<file path="config.mk">
export PLATFORM = sky130hd
export DESIGN_NAME = bitbakery_serial_rx
export DESIGN_NICKNAME = d
export VERILOG_FILES = /design/src/rtl/bitbakery_serial_rx_pkg.sv /design/src/rtl/rx_serial_8E1.sv /design/src/rtl/bitbakery_serial_rx.sv
export SDC_FILE = /design/constraint.sdc
export NUM_CORES = 1
export LEC_CHECK = 0
export CORE_MARGIN = 2
export CORE_UTILIZATION = 38
export DETAILED_ROUTE_END_ITERATION = 6
export GPL_TIMING_DRIVEN = 0
export PLACE_DENSITY = 0.58
export REMOVE_ABC_BUFFERS = 1
export SKIP_CTS_REPAIR_TIMING = 1
export SKIP_LAST_GASP = 1
export SLEW_MARGIN = 40
export SYNTH_ARGS = -nofsm -noshare
export SYNTH_HDL_FRONTEND = slang
export SYNTH_SLANG_ARGS = --single-unit
</file>
<file path="constraint.sdc">
create_clock -name clock -period 2.6 [get_ports clock]
set_input_delay 0.65 -clock clock [delete_from_list [all_inputs] [get_ports clock]]
set_output_delay 0.65 -clock clock [all_outputs]
set_load 0.05 [all_outputs]
</file>
<file path="src/rtl/bitbakery_serial_rx_pkg.sv">
// Shared packet framing constants and state encodings for the bitbakery serial link.
// The transmitter uses the same header, trailer and payload length.
package bitbakery_serial_rx_pkg;

    localparam logic [7:0] PKT_HEADER      = 8'hFF;
    localparam logic [7:0] PKT_TRAILER     = 8'hFE;
    localparam int         PKT_PAYLOAD_LEN = 11;

    typedef enum logic [1:0] {
        ESPERA_CAB = 2'd0,
        RECEBE     = 2'd1,
        ESPERA_FIM = 2'd2
    } pkt_state_t;

    typedef enum logic [2:0] {
        RX_IDLE      = 3'd0,
        RX_START     = 3'd1,
        RX_DATA      = 3'd2,
        RX_PARITY    = 3'd3,
        RX_STOP      = 3'd4,
        RX_WAIT_HIGH = 3'd5
    } rx_state_t;

endpackage

</file>
<file path="src/rtl/rx_serial_8E1.sv">
// Byte receiver for an 8E1 serial line: 2-FF synchroniser, start-bit glitch filter,
// mid-bit sampling driven by a down-counter, even-parity and stop-bit checks.
//
// state        | meaning
// RX_IDLE      | line idle, watching for a high-to-low edge
// RX_START     | waiting for start-bit midpoint to confirm it is still low
// RX_DATA      | sampling 8 data bits, LSB first
// RX_PARITY    | sampling the parity bit
// RX_STOP      | sampling the stop bit and reporting the result
// RX_WAIT_HIGH | framing error seen, waiting for the line to return high
module rx_serial_8E1
    import bitbakery_serial_rx_pkg::*;
#(
    parameter int CLKS_PER_BIT = 5208
) (
    input  logic       clock,
    input  logic       reset,
    input  logic       serial,
    output logic [7:0] dados,
    output logic       pronto,
    output logic       erro_paridade,
    output logic       erro_parada
);

    localparam int              TW      = $clog2(CLKS_PER_BIT + 1);
    localparam logic [TW-1:0]   FULL_TC = TW'(CLKS_PER_BIT - 1);
    localparam logic [TW-1:0]   HALF_TC = TW'(CLKS_PER_BIT / 2 - 1);

    rx_state_t     state, state_next;
    logic [1:0]    sync;
    logic          line, line_prev;
    logic [TW-1:0] timer;
    logic          tick;
    logic [2:0]    bit_idx;
    logic [7:0]    shift;
    logic          par_bit;

    assign line = sync[1];
    assign tick = (timer == '0);

    always_comb begin
        state_next = state;
        case (state)
            RX_IDLE:      if (line_prev && !line) state_next = RX_START;
            RX_START:     if (tick) state_next = line ? RX_IDLE : RX_DATA;
            RX_DATA:      if (tick && bit_idx == 3'd7) state_next = RX_PARITY;
            RX_PARITY:    if (tick) state_next = RX_STOP;
            RX_STOP:      if (tick) state_next = line ? RX_IDLE : RX_WAIT_HIGH;
            RX_WAIT_HIGH: if (line) state_next = RX_IDLE;
            default:      state_next = RX_IDLE;
        endcase
    end

    // Synchroniser resets low so only a genuine high-to-low transition after reset starts a byte.
    always_ff @(posedge clock) begin
        if (reset) begin
            state         <= RX_IDLE;
            sync          <= 2'b00;
            line_prev     <= 1'b0;
            timer         <= '0;
            bit_idx       <= 3'd0;
            shift         <= 8'h00;
            par_bit       <= 1'b0;
            dados         <= 8'h00;
            pronto        <= 1'b0;
            erro_paridade <= 1'b0;
            erro_parada   <= 1'b0;
        end else begin
            sync          <= {sync[0], serial};
            line_prev     <= line;
            state         <= state_next;
            pronto        <= 1'b0;
            erro_paridade <= 1'b0;
            erro_parada   <= 1'b0;
            if (!tick) timer <= timer - 1'b1;
            case (state)
                RX_IDLE: if (line_prev && !line) timer <= HALF_TC;
                RX_START: if (tick) begin
                    timer   <= FULL_TC;
                    bit_idx <= 3'd0;
                end
                RX_DATA: if (tick) begin
                    shift   <= {line, shift[7:1]};
                    bit_idx <= bit_idx + 3'd1;
                    timer   <= FULL_TC;
                end
                RX_PARITY: if (tick) begin
                    par_bit <= line;
                    timer   <= FULL_TC;
                end
                RX_STOP: if (tick) begin
                    if (!line) begin
                        erro_parada <= 1'b1;
                    end else if (^{shift, par_bit}) begin
                        erro_paridade <= 1'b1;
                    end else begin
                        pronto <= 1'b1;
                        dados  <= shift;
                    end
                end
                default: ;
            endcase
        end
    end

endmodule

</file>
<file path="src/rtl/bitbakery_serial_rx.sv">
// Packet receiver: frames FF + 11 payload bytes + FE from the byte receiver and commits
// the payload to the output registers only when the trailer arrives intact.
//
// state      | meaning
// ESPERA_CAB | hunting for the 0xFF header
// RECEBE     | storing payload bytes into the shadow register
// ESPERA_FIM | expecting the 0xFE trailer to commit the shadow
module bitbakery_serial_rx
    import bitbakery_serial_rx_pkg::*;
#(
    parameter int CLKS_PER_BIT = 5208
) (
    input  logic        clock,
    input  logic        reset,
    input  logic        entrada_serial,
    output logic [7:0]  D0,
    output logic [7:0]  D1,
    output logic [7:0]  D2,
    output logic [63:0] map_obstacles,
    output logic        pacote_valido,
    output logic        erro_paridade,
    output logic        erro_quadro,
    output logic [3:0]  db_estado
);

    pkt_state_t  state, state_next;
    logic [7:0]  rx_dados;
    logic        rx_pronto, rx_erro_paridade, rx_erro_parada;
    logic        byte_err;
    logic        commit, trailer_bad;
    logic [3:0]  idx;
    logic [87:0] shadow;

    rx_serial_8E1 #(.CLKS_PER_BIT(CLKS_PER_BIT)) u_rx (
        .clock         (clock),
        .reset         (reset),
        .serial        (entrada_serial),
        .dados         (rx_dados),
        .pronto        (rx_pronto),
        .erro_paridade (rx_erro_paridade),
        .erro_parada   (rx_erro_parada)
    );

    assign byte_err  = rx_erro_paridade | rx_erro_parada;
    assign db_estado = {2'b00, state};

    always_comb begin
        state_next  = state;
        commit      = 1'b0;
        trailer_bad = 1'b0;
        case (state)
            ESPERA_CAB: if (rx_pronto && rx_dados == PKT_HEADER) state_next = RECEBE;
            RECEBE: begin
                if (byte_err) state_next = ESPERA_CAB;
                else if (rx_pronto && idx == 4'(PKT_PAYLOAD_LEN - 1)) state_next = ESPERA_FIM;
            end
            ESPERA_FIM: begin
                if (byte_err) begin
                    state_next = ESPERA_CAB;
                end else if (rx_pronto) begin
                    state_next = ESPERA_CAB;
                    if (rx_dados == PKT_TRAILER) commit = 1'b1;
                    else trailer_bad = 1'b1;
                end
            end
            default: state_next = ESPERA_CAB;
        endcase
    end

    always_ff @(posedge clock) begin
        if (reset) begin
            state         <= ESPERA_CAB;
            idx           <= 4'd0;
            shadow        <= '0;
            D0            <= 8'h00;
            D1            <= 8'h00;
            D2            <= 8'h00;
            map_obstacles <= 64'h0;
            pacote_valido <= 1'b0;
            erro_paridade <= 1'b0;
            erro_quadro   <= 1'b0;
        end else begin
            state         <= state_next;
            pacote_valido <= commit;
            erro_paridade <= rx_erro_paridade;
            erro_quadro   <= rx_erro_parada | trailer_bad;
            if (state == ESPERA_CAB) idx <= 4'd0;
            if (state == RECEBE && rx_pronto) begin
                shadow[{idx, 3'b000} +: 8] <= rx_dados;
                idx <= idx + 4'd1;
            end
            if (commit) begin
                D0            <= shadow[7:0];
                D1            <= shadow[15:8];
                D2            <= shadow[23:16];
                map_obstacles <= shadow[87:24];
            end
        end
    end

endmodule

</file>
==> metrics.txt, run 1 <==
Synth Area in Simple Gates 22.23%; setup ws final 0.1136 ns; EDFF count, synth 0; drt first pass iters 4; CTS tree done; IO Pins 98; Max Transition Viols Final 0; WL per Instance 14.82 um; Critical-path top delay cell dfxtp_2; clock tree sinks 227; post-route cell area 10960 um2; Hold Path Stages 1; initial antenna violation count 0; critical path endpoint category flop; post-synthesis mux area share 10.54%; RePlAce Congestion 0.7988; Tightest Hold Check Type flop to flop; Startpoint Class flop; area grow syn2layout 24.02%; family with the most delay on the worst path buffers and inverters; Routed WL 20460 um; n_diodes 0; synth warn 0; CP peak stage delay 0.47 ns; HPWL Detailed 13270 um; worst skew pair latency 0.51 ns; leak pwr 0.003901 uW; internal power 6016 uW; combinational fraction of design power 9.6%; sequential power share 46.1%; Crit path arrival time 2.91 ns; Reg2Reg Depth 10; WP depth 10; Worst Skew 0.01106 ns; Num CTS Buffers 25; CTS root buffer clkbuf_16; setup TNS 0 ns; status finished clean; Core Util, Final 48.28%; Post-Synth Adder-Cell Area 1.274%; core area 22710 um2; clk slew on worst S/H paths 0.06 ns; switching share of power 24.08%; initial core utilization 38.93%; Residual DRC 0; Slew headroom 49.19%; compound-gate portion of the synthesized area 9.468%; library cells used by synthesis 53; Post-synth top flop dfxtp_1; vias in the first global route 6354; num rows 55; Cell Pwr Density 722.7 nW/um2; largest net degree at the start of global routing 87; xor/xnor share of the synthesized area 1.642%; first-pass GRT wire length 33260 um; Switch Pwr 1908 uW; DR vias/cell 5.000; largest family of logic cells by synthesized area simple AND/OR/NAND/NOR gates; period utilization 95.63%; Worst VDD drop 0.4897 mV; ys async rst share 0%; Die Span Y 156.5 um; unrepaired setup endpoints after global routing no; buffer depth of the longest clock path 3; cell count after placement 1333; Avg Inst Size Synth 8.788 um2; CP Class flop to flop; Max Cap Viol 0; Final setup viols 0; total vias in the final route 6900; Synth Register Bits 227; synthesized area 8841 um2; DR iter-0 viols 372; Placed Area 10070 um2; H-tree depth 1; nets 1090; Crit path required time 3.02 ns; Hold Vio Cnt, Final 0; grt total ovfl 0; Peak Freq 402.2 MHz; Clock power frac 44.3%; register area share after synthesis 51.40%; fraction of layout cells with a size suffix above 1 7.763%; worst-path cell chain and4_1 -> nand4_1 -> nor3_4 -> buf_6 -> buf_8 -> buf_4 -> buf_4 -> buf_6 -> nand2_1 -> a21oi_1; Final Non-Filler Cells 1380; antenna violation net count after detailed routing 0; Crit path buffers/inverters 5; Place WS -0.1456 ns; IO Port Bufs 95; die footprint 24500 um2; crit-path max FO 15; Tightest Pin Transition 0.7551 ns; die extent in x 156.5 um; Total GRT Usage 16.52%; Tmin final 2.486 ns; Cells after Synth 1006
[kinds of logic after synthesis]
kind of cell             count (synthesis)
adder cells (fa/ha/maj)                  9
XOR/XNOR                                15
buffers and inverters                   73
other                                    1
multiplexers                            93
AND/OR/NAND/NOR                        434
flip-flops                             227
AO/OA/AOI/OAI                          154
[stage by stage]
step	total power, uW	hold WS [ns]
5_1_grt	8263	0.4673
4_1_cts	8013	0.4446
3_5_place_dp	4481	0.4305
6_report	7924	0.4356
2_1_floorplan	4290	0.4123
3_3_place_gp	4467	0.4201
[layer usage]
layer | track usage, % | wire length (um) | up-vias
met5 | 0 | 0 | -
met4 | 3.451 | 282 | 0
met3 | 2.465 | 659 | 24
met2 | 26.94 | 9529 | 100
met1 | 23.25 | 9985 | 3249
li1 | - | - | 3527
[final timing paths]
check | startpoint | endpoint | slack (ns)
hold / removal | u_rx.erro_parada | state[1] | 0.44
setup reg to reg | u_rx.dados[6] | map_obstacles[28] | 0.11
hold reg to reg | u_rx.erro_parada | state[1] | 0.44
setup / recovery | u_rx.dados[6] | map_obstacles[28] | 0.11
[power by group through the flow]
| stage | sequential [uW] | clock [uW] | combinational, uW |
|---|---|---|---|
| after floorplan | 3700 | 0 | 589 |
| after global placement | 3720 | 0 | 743 |
| after detailed placement | 3720 | 0 | 758 |
| after CTS | 3650 | 3600 | 761 |
| after global routing | 3660 | 3750 | 847 |
| final | 3650 | 3510 | 761 |
[synthesized netlist by cell type, types with 2 or more instances]
library cell	instances	area, um2
ha_1	9	112.6
inv_1	8	30.03
or4_1	2	15.01
a211oi_1	6	45.04
nor3_2	2	20.02
a22oi_1	4	30.03
nor3_1	11	55.05
xnor2_1	8	70.07
nand2b_1	4	25.02
nor2b_1	8	50.05
mux2i_1	92	920.9
a21o_1	2	15.01
and4_1	3	26.28
nor2_1	118	442.9
dfxtp_1	227	4544
or3_1	2	12.51
nand4b_1	3	26.28
nand3_1	15	75.07
and3_1	8	50.05
nor2_4	3	33.78
nand3b_1	3	22.52
buf_2	6	30.03
o21bai_1	2	15.01
nor3b_1	5	37.54
xor2_1	6	52.55
nand4_1	6	37.54
buf_4	3	22.52
clkbuf_1	55	206.5
and2_1	16	100.1
o21ai_0	13	65.06
a21oi_2	2	17.52
nor2_2	3	18.77
nand2_1	205	769.5
nor4_1	10	62.56
a31oi_1	2	12.51
a21oi_1	117	585.6
[sequential cells by signal, indices dropped and copies added, names as in the netlist, 2 cells and up]
register,count
shadow,88
map_obstacles,64
u_rx.timer,13
D0,8
D1,8
D2,8
u_rx.dados,8
u_rx.shift,8
idx,4
u_rx.bit_idx,3
u_rx.state,3
state,2
u_rx.sync,2
[cell type report]
cell class	count	area (um2)
clock buffers	36	737.0
well taps	285	356.6
clock inverters	8	95.09
repair buffers	109	1157
multi-input cells	707	4028
flip-flops and latches	227	4561
fillers	2191	11750
inverters	8	30.03
[layout by cell type (no fill, tap or decap), types with 7 or more instances in the layout]
master,synthesis,final
nand3_1,15,15
nor2b_1,8,8
dfxtp_1,227,218
a21oi_1,117,117
clkdlybuf4s50_1,0,92
mux2i_1,92,92
nor4_1,10,9
clkbuf_16,0,25
nor3_1,11,11
inv_1,8,8
ha_1,9,9
xnor2_1,8,8
and3_1,8,8
o21ai_0,13,13
nor2_1,118,118
clkbuf_8,0,7
nand2_1,205,205
and2_1,16,16
dfxtp_2,0,7
Power figures use the tool's default switching activity.
==> inputs of run 2 (changes only) <==
ABC_AREA = 1   (was unset)
TNS_END_PERCENT = 20   (was unset)
==> run 2 against run 1 <==
  * Fmax grew 1.5%
  * Sequential share of layout area shrank 0.43 points
  * Largest power group unchanged
  * Die area grew 0.13%
  * Clock skew grew 0.0031 ns
  * Critical path type is now flop to output port
  * Worst setup slack gained 0.036 ns
==> metrics.txt, run 2 <==
status finished clean; Post-synth top flop dfxtp_1; n_diodes 0; Crit path buffers/inverters 1; Worst Setup SP state[1]; DR vias/cell 4.768; critical path endpoint category output port; commonest non-fill, non-tap cell in the layout nor2_1; Residual DRC 0; period utilization 94.23%; Cell Pwr Density 765.7 nW/um2; Routed WL 21280 um; Total GRT Usage 17.37%; Worst VDD drop 0.6288 mV; most common cell in the netlist nor2_1; antenna violation net count after detailed routing 0; DR iter-0 viols 407; Synth Register Bits 227; Max Cap Viol 0; HPWL Detailed 13810 um; RePlAce Congestion 0.8328; reg2reg start idx[0]; num rows 55; Post-synth top cells 314 x nor2_1, 227 x dfxtp_1, 182 x o21ai_0, 95 x nand2_1, 74 x inv_1; Crit path arrival time 1.80 ns; Worst Skew 0.01420 ns; Final setup viols 0; Peak Freq 408.2 MHz; family with the most delay on the worst path buffers and inverters; Slew headroom 54.42%; Num CTS Buffers 25; min-delay src u_rx.sync[0]; Hold Vio Cnt, Final 0; initial antenna violation count 0; WP depth 1; die extent in x 156.6 um; total vias in the final route 7485; Reg2Reg Setup Slack 0.30 ns; unrepaired setup endpoints after global routing no; CTS tree done; commonest non-fill, non-tap cells in the layout 314 x nor2_1, 227 x dfxtp_1, 182 x o21ai_0; clock tree sinks 227; max FFs per register 88; worst-path cell chain clkdlybuf4s50_1; largest net degree at the start of global routing 82; Pwr Total 8452 uW; vias in the first global route 7038; IO Port Bufs 95; Most flops, register shadow; fraction of layout cells with a size suffix above 1 8.194%; register area share after synthesis 51.34%; H-tree depth 1; library cells used by synthesis 39; Critical-path top delay cell clkdlybuf4s50_1; synthesized area 8852 um2; CP peak stage delay 0.87 ns; Top Registers shadow x88, map_obstacles x64, u_rx.timer x13; reg2reg end shadow[14]; Final Non-Filler Cells 1570; CTS root buffer clkbuf_16; Tightest Hold Check Type flop to flop; worst skew pair latency 0.53 ns; first-pass GRT wire length 35090 um; Avg Inst Size Synth 7.644 um2; Cells after Synth 1158; Tightest Pin Transition 0.6812 ns; Startpoint Class flop; drt first pass iters 5; Tmin final 2.450 ns; ys async rst share 0%; crit path to db_estado[1]; crit-path max FO 5; cell type with the largest total area after synthesis dfxtp_1; CP Class flop to output port; IO Pins 98; Reg2Reg Depth 9; Die Span Y 156.6 um; nets 1252; core area 22780 um2; Max Transition Viols Final 0; Yosys top cell area share 51.34%; area grow syn2layout 24.69%; Crit path required time 1.95 ns; EDFF count, synth 0; cell count after placement 1520; initial core utilization 38.86%; buffer depth of the longest clock path 3; clk slew on worst S/H paths 0.06 ns; largest cells by area after synthesis dfxtp_1 51%, nor2_1 13%, o21ai_0 10%, a21oi_1 4.1%, nand2_1 4.0%; grt total ovfl 0; leak pwr 0.004744 uW; synth warn 0; WL per Instance 13.55 um; die footprint 24530 um2
==> run 2: cell types whose count changed after synthesis, sizes merged, moves of 46 or more <==
cell   before  now
nor2      124  322
inv         8   82
nand2     205  100
a21oi     119   73
o21ai      13  184
mux2i      92    0
==> run 2: per-stage QoR <==
stage               utilization, %  hold WS, ns  area (um2)  setup TNS [ns]  worst slack, ns
floorplan                        -       0.3883        8588         -151.87           -1.094
global route                 48.46       0.4169       11040               0          0.06670
detailed placement           44.33       0.3943       10100          -4.371          -0.2721
finish                       48.46       0.4016       11040               0           0.1500
global placement             43.60       0.3948        9931         -903.60           -5.084
CTS                          47.94       0.4021       10920          -5.403          -0.2888
==> run 2: tightest hold or removal path: stages, from the launching register on <==
cell	delay, ns
dfxtp_1	0.29
inv_1	0.04
nor2_1	0.03
==> run 2: worst min path at each step <==
| stage | end | slack [ns] | cells past startpoint |
|---|---|---|---|
| global placement | u_rx.sync[1] | 0.39 | 2 |
| global route | u_rx.sync[1] | 0.42 | 2 |
| floorplan | u_rx.sync[1] | 0.39 | 2 |
| finish | u_rx.sync[1] | 0.40 | 2 |
| CTS | u_rx.sync[1] | 0.40 | 2 |
| detailed placement | u_rx.sync[1] | 0.39 | 2 |
==> run 2: cell type report <==
| type | count | area (um2) |
|---|---|---|
| clock buffer | 35 | 713.2 |
| clock inverter | 9 | 110.1 |
| fill | 2283 | 11740 |
| inverter | 84 | 334.1 |
| multi-input combinational | 791 | 3795 |
| sequential | 227 | 4544 |
| tap | 313 | 391.6 |
| timing repair buffer | 110 | 1145 |
| timing repair inverter | 1 | 5.005 |
==> run 2: kinds of logic after synthesis <==
family / Yosys count / synth area share (%)
simple gates: 490 / 23.24
compound gates: 278 / 16.33
flops: 227 / 51.34
buf+inv: 141 / 6.601
xor+xnor: 12 / 1.187
fa+ha+maj: 9 / 1.272
other cells: 1 / 0.04236
==> run 2: where the power goes <==
group | switching (uW) | leakage [uW] | total, uW | internal [uW]
clock network | 1410 | 0.000411 | 3530 | 2110
logic | 754 | 0.00250 | 1190 | 436
registers | 128 | 0.00183 | 3740 | 3610
==> run 2: per-layer routing <==
layer	up-vias	GRT usage, %	share of wire, %
li1	3926	-	-
met1	3398	24.59	51
met5	-	0	0
met4	0	3.844	1.6
met2	134	27.84	44
met3	27	2.880	4.0
==> inputs of run 3 (changes only) <==
CTS_CLUSTER_SIZE = 10   (was unset)
DONT_BUFFER_PORTS = 1   (was unset)
PLACE_DENSITY = 0.52   (was 0.58)
==> run 3 against run 2 <==
  * Final cell count down 6.7%
  * Flip-flop and latch count unchanged
  * Clock skew up 0.0032 ns
  * Sequential share of layout area up 4.2 points
  * Worst setup slack better by 0.10 ns
  * Die area unchanged
  * Sequential power about the same
  * Largest power group unchanged
  * Highest routed layer unchanged
==> metrics.txt, run 3 (synthesized netlist as in run 2, its figures left out) <==
status finished clean; Hold Vio Cnt, Final 0; largest net degree at the start of global routing 97; max FFs per register 88; Hold Path Stages 1; Most flops, register shadow; unrepaired setup endpoints after global routing yes; Tightest Pin Transition 0.7150 ns; drt first pass iters 6; antenna violation net count after detailed routing 0; H-tree depth 1; num rows 55; Cell Pwr Density 819.0 nW/um2; Slew headroom 52.28%; vias in the first global route 6677; area grow syn2layout 13.26%; buffer depth of the longest clock path 3; commonest non-fill, non-tap cell in the layout nor2_1; Residual DRC 0; IO Pins 98; Crit path required time 3.01 ns; Hold Path End idx[1]; CP peak stage delay 0.68 ns; leak pwr 0.004374 uW; WL per Instance 14.77 um; RePlAce Congestion 0.8533; setup TNS 0 ns; Max Transition Viols Final 0; HPWL Detailed 13840 um; fraction of layout cells with a size suffix above 1 8.247%; Num CTS Buffers 27; family with the most delay on the worst path simple AND/OR/NAND/NOR gates; Reg2Reg Setup Slack 0.25 ns; clk slew on worst S/H paths 0.06 ns; Reg2Reg Depth 11; nets 1159; worst skew pair latency 0.53 ns; first-pass GRT wire length 34710 um; min-delay src reset; Worst Skew 0.01739 ns; Max Cap Viol 0; Critical-path top delay cell dfxtp_1; DR iter-0 viols 384; critical path endpoint category flop; DR vias/cell 4.867; grt total ovfl 0; die extent in x 156.6 um; IO Port Bufs 0; Tightest Hold Check Type primary input to flop; initial core utilization 38.86%; Tmin final 2.348 ns; Crit path buffers/inverters 4; fillers 2356; worst-path cell chain inv_1 -> nor2_2 -> nand2_2 -> clkinv_2 -> nand2_1 -> inv_2 -> nand3_4 -> nor2_4 -> inv_2 -> o21ai_0 -> nor2_1; Worst VDD drop 0.5214 mV; Startpoint Class flop; CTS root buffer clkbuf_16; reg2reg start state[0]; crit-path max FO 9; CP Class flop to flop; core area 22780 um2; reg2reg end shadow[47]; CTS tree done; Top Registers shadow x88, map_obstacles x64, u_rx.timer x13; Core Util, Final 44.02%; die footprint 24530 um2; total vias in the final route 7130; cell count after placement 1425; Total GRT Usage 17.37%; Final Non-Filler Cells 1465; Crit path arrival time 2.76 ns; Peak Freq 425.9 MHz; n_diodes 0; initial antenna violation count 0; Die Span Y 156.6 um; Final setup viols 0; Most Frequent Cell on Critical Path inv_2; period utilization 90.31%; commonest non-fill, non-tap cells in the layout 313 x nor2_1, 227 x dfxtp_1, 182 x o21ai_0; clock tree sinks 227; Routed WL 21640 um
[run 3: cell count changes in the layout (fill, tap and decap cells not counted), sizes merged]
cell	previous run	this run
inv	81	82
clkinv	8	3
clkbuf	35	32
bufinv	2	0
clkdlybuf4s50	94	0
clkinvlp	3	2
buf	16	15
[run 3: layer usage]
layer | global-route usage (%) | vias up | part of all wire, %
met1 | 24.84 | 3222 | 50
met4 | 4.675 | 0 | 1.9
li1 | - | 3737 | -
met5 | 0 | - | 0
met2 | 26.35 | 136 | 43
met3 | 3.905 | 35 | 5.8
[run 3: area by class of cell]
class | count | area, um2 | share of cell area [%]
flip-flops and latches | 227 | 4544 | 45.33
multi-input cells | 791 | 3812 | 38.03
clock buffers | 32 | 714.4 | 7.126
well taps | 313 | 391.6 | 3.906
inverters | 84 | 330.3 | 3.295
repair buffers | 15 | 210.2 | 2.097
clock inverters | 2 | 17.52 | 0.1747
repair inverters | 1 | 5.005 | 0.04992
[run 3: per-stage QoR]
stage | hold slack, ns | total power, uW | worst slack [ns] | cell area [um2]
2_1_floorplan | 0.3883 | 4752 | -1.094 | 8588
3_3_place_gp | 0.4046 | 4980 | -3.710 | 8980
3_5_place_dp | 0.4022 | 4997 | -0.3212 | 9163
4_1_cts | 0.1655 | 8330 | -0.3374 | 9894
5_1_grt | 0.1611 | 8665 | -0.03392 | 10030
6_report | 0.1860 | 8211 | 0.2519 | 10030
[run 3: power breakdown]
group / total [uW] / internal, uW / switching, uW
Combinational: 1190 / 431 / 761
Sequential: 3740 / 3610 / 132
Clock: 3280 / 1900 / 1380
Total: 8210 / 5940 / 2270
[run 3: how the worst max path moves through the flow]
| stage | startpoint | end | slack [ns] | cells after the start |
|---|---|---|---|---|
| 3_5_place_dp | idx[0] | shadow[82] | -0.32 | 6 |
| 4_1_cts | idx[0] | shadow[82] | -0.34 | 6 |
| 2_1_floorplan | state[1] | D0[0] | -1.09 | 5 |
| 5_1_grt | state[0] | shadow[41] | -0.03 | 11 |
| 3_3_place_gp | state[1] | map_obstacles[13] | -3.71 | 5 |
| 6_report | state[0] | shadow[47] | 0.25 | 11 |
